## config.mk

```make
export PLATFORM = sky130hd
export DESIGN_NAME = conv_window_buffer
export DESIGN_NICKNAME = d
export VERILOG_FILES = /design/src/rtl/conv_window_buffer.sv
export SDC_FILE = /design/constraint.sdc
export NUM_CORES = 2
export LEC_CHECK = 0
export CELL_PAD_IN_SITES_DETAIL_PLACEMENT = 1
export CELL_PAD_IN_SITES_GLOBAL_PLACEMENT = 2
export CORE_MARGIN = 1.5
export CORE_UTILIZATION = 40
export CTS_CLUSTER_SIZE = 25
export DETAILED_ROUTE_END_ITERATION = 10
export HOLD_SLACK_MARGIN = 0.08
export PLACE_DENSITY_LB_ADDON = 0.1
export SLEW_MARGIN = 10
export SYNTH_ARGS = -nofsm -noshare
export SYNTH_HDL_FRONTEND = slang
export SYNTH_SLANG_ARGS = --single-unit
```

## constraint.sdc

```tcl
create_clock -name clk -period 5.3 [get_ports clk]
set_clock_uncertainty 0.2 [all_clocks]
set_input_delay 0.53 -clock clk [delete_from_list [all_inputs] [get_ports clk]]
set_output_delay 0.53 -clock clk [all_outputs]
set_load 0.05 [all_outputs]
```

## src/rtl/conv_window_buffer.sv

```systemverilog
// conv_window_buffer
//   Raster-order pixel stream in, every valid KxK window (stride 1, no
//   padding) out, with the window's output row/column. Storage is K-1 line
//   buffers plus a KxK shift-register window. Pixel data passes through
//   bit-exact.
//
// Ports
//   clk, rst     : clock; synchronous active-high reset
//   pix_in       : input pixel, raster order (DATA_W bits)
//   pix_valid    : pix_in valid
//   pix_ready    : pixel accepted this cycle when pix_valid is also high
//   window_out   : element [r][c] at bits (r*K+c)*DATA_W, r=0 top row,
//                  c=0 leftmost column
//   win_valid    : window_out valid
//   win_ready    : downstream accepts the window
//   win_row      : window row index (0..IMG_H-K)
//   win_col      : window column index (0..IMG_W-K)
//   win_last     : high with the final window of a frame
//   stall_cnt    : only with WINBUF_STALL_CNT_EN defined; saturating count
//                  of cycles with win_valid && !win_ready, cleared by rst
//
// Build option: `define WINBUF_STALL_CNT_EN to add the stall_cnt port.
module conv_window_buffer #(
   parameter int DATA_W = 16,
   parameter int K      = 5,
   parameter int IMG_W  = 32,
   parameter int IMG_H  = 32
) (
   input  logic                  clk,
   input  logic                  rst,
   input  logic [DATA_W-1:0]     pix_in,
   input  logic                  pix_valid,
   output logic                  pix_ready,
   output logic [K*K*DATA_W-1:0] window_out,
   output logic                  win_valid,
   input  logic                  win_ready,
   output logic [15:0]           win_row,
   output logic [15:0]           win_col,
   output logic                  win_last
`ifdef WINBUF_STALL_CNT_EN
   ,
   output logic [31:0]           stall_cnt
`endif
);

   localparam int CW = (IMG_W > 1) ? $clog2(IMG_W) : 1;
   localparam int RW = (IMG_H > 1) ? $clog2(IMG_H) : 1;
   localparam logic [CW-1:0] COL_LAST      = CW'(IMG_W - 1);
   localparam logic [CW-1:0] COL_WIN       = CW'(K - 1);
   localparam logic [RW-1:0] ROW_LAST      = RW'(IMG_H - 1);
   localparam logic [RW-1:0] ROW_FILL_LAST = RW'(K - 2);
   localparam logic [15:0]   OFFS          = 16'(K - 1);

   typedef enum logic {FILL, STREAM} state_e;

   state_e            state_q, state_d;
   logic [CW-1:0]     col_q, col_d;
   logic [RW-1:0]     row_q, row_d;
   logic [DATA_W-1:0] lb_q  [K-1][IMG_W];
   logic [DATA_W-1:0] win_q [K][K];
   logic [DATA_W-1:0] win_d [K][K];
   logic [DATA_W-1:0] new_col [K];
   logic              win_valid_q, win_valid_d;
   logic              win_last_q, win_last_d;
   logic [15:0]       win_row_q, win_row_d;
   logic [15:0]       win_col_q, win_col_d;
   logic              accept, emit, end_of_row, end_of_frame;

   assign pix_ready    = !win_valid_q || win_ready;
   assign accept       = pix_valid && pix_ready;
   assign end_of_row   = (col_q == COL_LAST);
   assign end_of_frame = end_of_row && (row_q == ROW_LAST);
   // STREAM is exactly "row >= K-1", so only the column needs checking here.
   assign emit         = (state_q == STREAM) && (col_q >= COL_WIN);

   // Column entering the window: oldest line buffer at the top, live pixel
   // at the bottom.
   always_comb begin
      for (int unsigned r = 0; r < K; r++) new_col[r] = '0;
      for (int unsigned r = 0; r < K - 1; r++) new_col[r] = lb_q[K-2-r][col_q];
      new_col[K-1] = pix_in;
   end

   always_comb begin
      state_d     = state_q;
      col_d       = col_q;
      row_d       = row_q;
      win_d       = win_q;
      win_row_d   = win_row_q;
      win_col_d   = win_col_q;
      win_last_d  = win_last_q;
      win_valid_d = win_valid_q && !win_ready;

      if (accept) begin
         for (int unsigned r = 0; r < K; r++) begin
            for (int unsigned c = 0; c < K - 1; c++) win_d[r][c] = win_q[r][c+1];
            win_d[r][K-1] = new_col[r];
         end

         if (end_of_row) begin
            col_d = '0;
            row_d = end_of_frame ? '0 : row_q + 1'b1;
         end else begin
            col_d = col_q + 1'b1;
         end

         case (state_q)
            FILL:    if (end_of_row && row_q == ROW_FILL_LAST) state_d = STREAM;
            STREAM:  if (end_of_frame) state_d = FILL;
            default: state_d = FILL;
         endcase

         // Accept implies the previous window (if any) was taken this edge,
         // so the new window simply replaces it.
         win_valid_d = emit;
         if (emit) begin
            win_row_d  = 16'(row_q) - OFFS;
            win_col_d  = 16'(col_q) - OFFS;
            win_last_d = end_of_frame;
         end
      end
   end

   always_ff @(posedge clk) begin
      if (rst) begin
         state_q     <= FILL;
         col_q       <= '0;
         row_q       <= '0;
         win_valid_q <= 1'b0;
         win_last_q  <= 1'b0;
         win_row_q   <= '0;
         win_col_q   <= '0;
         for (int unsigned r = 0; r < K; r++)
            for (int unsigned c = 0; c < K; c++) win_q[r][c] <= '0;
      end else begin
         state_q     <= state_d;
         col_q       <= col_d;
         row_q       <= row_d;
         win_valid_q <= win_valid_d;
         win_last_q  <= win_last_d;
         win_row_q   <= win_row_d;
         win_col_q   <= win_col_d;
         win_q       <= win_d;
      end
   end

   // Line buffers are plain storage with no reset; stale contents only ever
   // reach the window during FILL, when no window is emitted.
   always_ff @(posedge clk) begin
      if (accept) begin
         lb_q[0][col_q] <= pix_in;
         for (int unsigned i = 1; i < K - 1; i++) lb_q[i][col_q] <= lb_q[i-1][col_q];
      end
   end

   always_comb begin
      window_out = '0;
      for (int unsigned r = 0; r < K; r++)
         for (int unsigned c = 0; c < K; c++)
            window_out[(r*K+c)*DATA_W +: DATA_W] = win_q[r][c];
   end

   assign win_valid = win_valid_q;
   assign win_row   = win_row_q;
   assign win_col   = win_col_q;
   assign win_last  = win_last_q;

`ifdef WINBUF_STALL_CNT_EN
   logic [31:0] stall_cnt_q;

   always_ff @(posedge clk) begin
      if (rst) begin
         stall_cnt_q <= '0;
      end else if (win_valid_q && !win_ready && stall_cnt_q != '1) begin
         stall_cnt_q <= stall_cnt_q + 1'b1;
      end
   end

   assign stall_cnt = stall_cnt_q;
`endif

endmodule

```

==> metrics.yaml <==
outcome:
  status: "finished, final reports clean"
yosys:
  ys_warn_count: 0
  ys_ff_latch: 2473
  yosysMostFrequentCell: "edfxtp_1"
  syn_area_sq_um: 92500
  syn-instance-count: 5807
  synth.distinct_cells: 50
  synth_area_leaders: "edfxtp_1, mux2i_1, dfxtp_1"
  synth.top_cell.area_share_pct: 66.5
  synth_common_cells: "edfxtp_1, mux2i_1, nand2_1, dfxtp_1, o22ai_1"
  synth_top_area_cell: "edfxtp_1"
  synth_nets: 5841
  synth_top_flop_cell: "edfxtp_1"
  synth-edff-count: 2048
  async_flop_share_pct: 0
  ys_seq_area_share_pct: 75.7
  syn_avg_cell_area_sq_um: 15.9
timing:
  slew_violations: 0
  fin_setup_tns_ns: 0
  tightestPinTransition_ns: 1.27
  slew-limit-headroom_pct: 14.8
  hold_viol: 0
  setup_viol: 0
  period_needed_ns: 4.45
  period_share_pct: 84.0
  max_freq_mhz: 225
  rsz0062_at_grt: "no"
placed_design:
  gp_congestion: 0.762
  hpwl_um: 173000
  io_buffers: 454
cells_and_area:
  regArea_sq_um: 70000
  nNetsFinal: 6434
  fillers: 22000
  fin_util_pct: 48.0
  multi_input_area_sq_um: 21000
  drive_gt1_share_pct: 11.1
  area_growth_pct: 19.3
worst_setup_path:
  reg2reg_depth: 7
  startpoint_type: "flip-flop"
  crit_type: "flip-flop to flip-flop"
  timing.rr.start: "col_q[1]"
  end_kind: "flip-flop"
  r2r-end: "lb_q[1][230]"
  crit_start: "col_q[1]"
  ff2ff_setup_slack_ns: 0.85
  cp_max_fo: 69
  required_ns: 5.72
  crit_path_end: "lb_q[1][230]"
  cp.arrival_ns: 4.88
floorplan:
  dieWidth_um: 484
  num_rows: 176
  fp.dieH_um: 484
  die_area_sq_um: 234000
  initial_utilization_pct: 40.2
  fp.coreArea_sq_um: 230000
  pin_count: 455
cts:
  clkLatencyLatePin_ns: 0.94
  cts_tree: "built"
  cts.root.buffer_cell: "clkbuf_16"
  cts_max_level: 5
  clockBufferDepth: 4
  clock-sinks: 2473
  post-cts-setup-buffers: 0
  clk_pin_slew_ns: 0.06
  numCtsBuffers: 286
power:
  p_seq_share_pct: 50.7
  power.internal_uw: 33100
  p_sw_uw: 9810
  peakVddDrop_mv: 0.297
  p_clk_share_pct: 42.9
  power_leakage_uw: 0.0342
  combPwrFrac_pct: 6.3
  powerDensity_nw_per_um2: 389
  switching_share_pct: 22.8
grt:
  grt_pass1_vias: 54900
  grt_start_max_net_pins: 127
  antenna_found_initial: 5
  grt_usage_pct: 25.1
  grt_pass1_wl_um: 419000
  grt_overflow: 0
routing:
  routedWlPerCell_um: 31.0
  first_pass_iters: 5
  vias: 54500
  drt_wl_total_um: 299000
  viasPerCell: 5.65
  remaining_drc_errors: 0
  drt_iter0_markers: 4823
  final_antenna_net_count: 0
worst_hold_path:
  worstHoldStart: "window_out[47]"
  holdCritPathClass: "flip-flop to flip-flop"
job:
  cap_violations: 0
-- timing repair --
| action | CTS | global route |
|---|---|---|
| endpoints found under the setup margin | 0 | 0 |
| endpoints found under the hold margin | 188 | 99 |
| hold buffers | 5 | 3 |
| resized for setup | 0 | 0 |
-- metrics by stage --
stage               worst slack, ns  power [uW]  hold slack, ns  instances  instance area [sq um]
floorplan                   -0.0861       23700           0.275       5807                  92500
global placement              0.887       24900           0.240       9129                 102000
detailed placement            0.891       24900           0.248       9130                 102000
CTS                           0.882       43400           0.209       9636                 110000
global route                  0.786       44200           0.264       9640                 110000
finish                        0.848       42900           0.254       9641                 110000
-- flip-flops by register name (all words and copies together) (netlist names) --
register / flops
window_out: 400
win_valid: 1
state_q: 1
row_q: 5
lb_q: 2048
win_last: 1
win_col: 6
win_row: 6
col_q: 5
-- cells by family after synthesis --
logic type | count (synthesis) | synth area share [%]
fa+ha+maj | 14 | 0.189
buf+inv | 395 | 2.00
simple gates | 1079 | 4.99
compound gates | 895 | 5.82
xor+xnor | 1 | 0.00947
flops | 2473 | 75.7
mux | 950 | 11.3
-- critical path, cell delays in order, from the launching register on --
cell	delay (ns)
dfxtp_4	1.07
buf_4	0.49
buf_12	0.44
mux2i_1	0.25
o22ai_1	0.11
nor4_1	0.77
nand2_1	0.32
buf_4	0.33
-- layout make-up --
class,instances,area share (%)
Clock inverter,121,0.814
Tap cell,3026,3.43
Inverter,8,0.0272
Timing Repair Buffer,692,6.27
Clock buffer,380,6.99
Antenna cell,2,0.00453
Multi-Input combinational cell,2939,19.0
Sequential cell,2473,63.4
-- power by group through the flow --
stage,registers (uW),clock network (uW),logic [uW]
after floorplan,22400,0,1260
after global placement,22200,0,2670
after detailed placement,22200,0,2720
after CTS,21800,18800,2730
after global routing,21800,19500,2870
final,21800,18400,2710
-- worst min path at each step --
stage,depth (start not counted),to
3_3_place_gp,2,window_out[1]
5_1_grt,2,lb_q[0][357]
4_1_cts,2,lb_q[0][53]
2_1_floorplan,2,win_row[1]
3_5_place_dp,2,window_out[320]
6_report,2,window_out[31]
-- placed cells by master (no fill, tap or decap), types with 7 or more instances in the layout --
master and count:
clkbuf_16 291, mux4_2 74, dlygate4sd3_1 8, a31oi_1 8, clkbuf_1 79, nor3_1 7
a22oi_1 11, nand3_1 15, clkdlybuf4s50_1 447, a311oi_1 58, nand2_1 750, buf_12 46
dfxtp_1 421, clkinv_2 39, nor2_1 108, inv_1 8, nor2_4 28, clkinv_1 55
clkbuf_8 10, buf_4 183, a211oi_1 7, a22o_1 14, a21oi_1 362, nor4_1 114
ha_1 14, bufinv_16 12, o22ai_1 412, edfxtp_1 2048, mux2i_1 876
-- metal layers --
layer / track usage, % / vias to the layer above / part of all wire [%]
met5: 0 / - / 0
met4: 6.37 / 0 / 2.3
met3: 4.22 / 368 / 6.3
met2: 40.3 / 1823 / 47
met1: 35.5 / 28700 / 44
li1: - / 23600 / -
No activity file was read; power rests on OpenSTA's default activity.
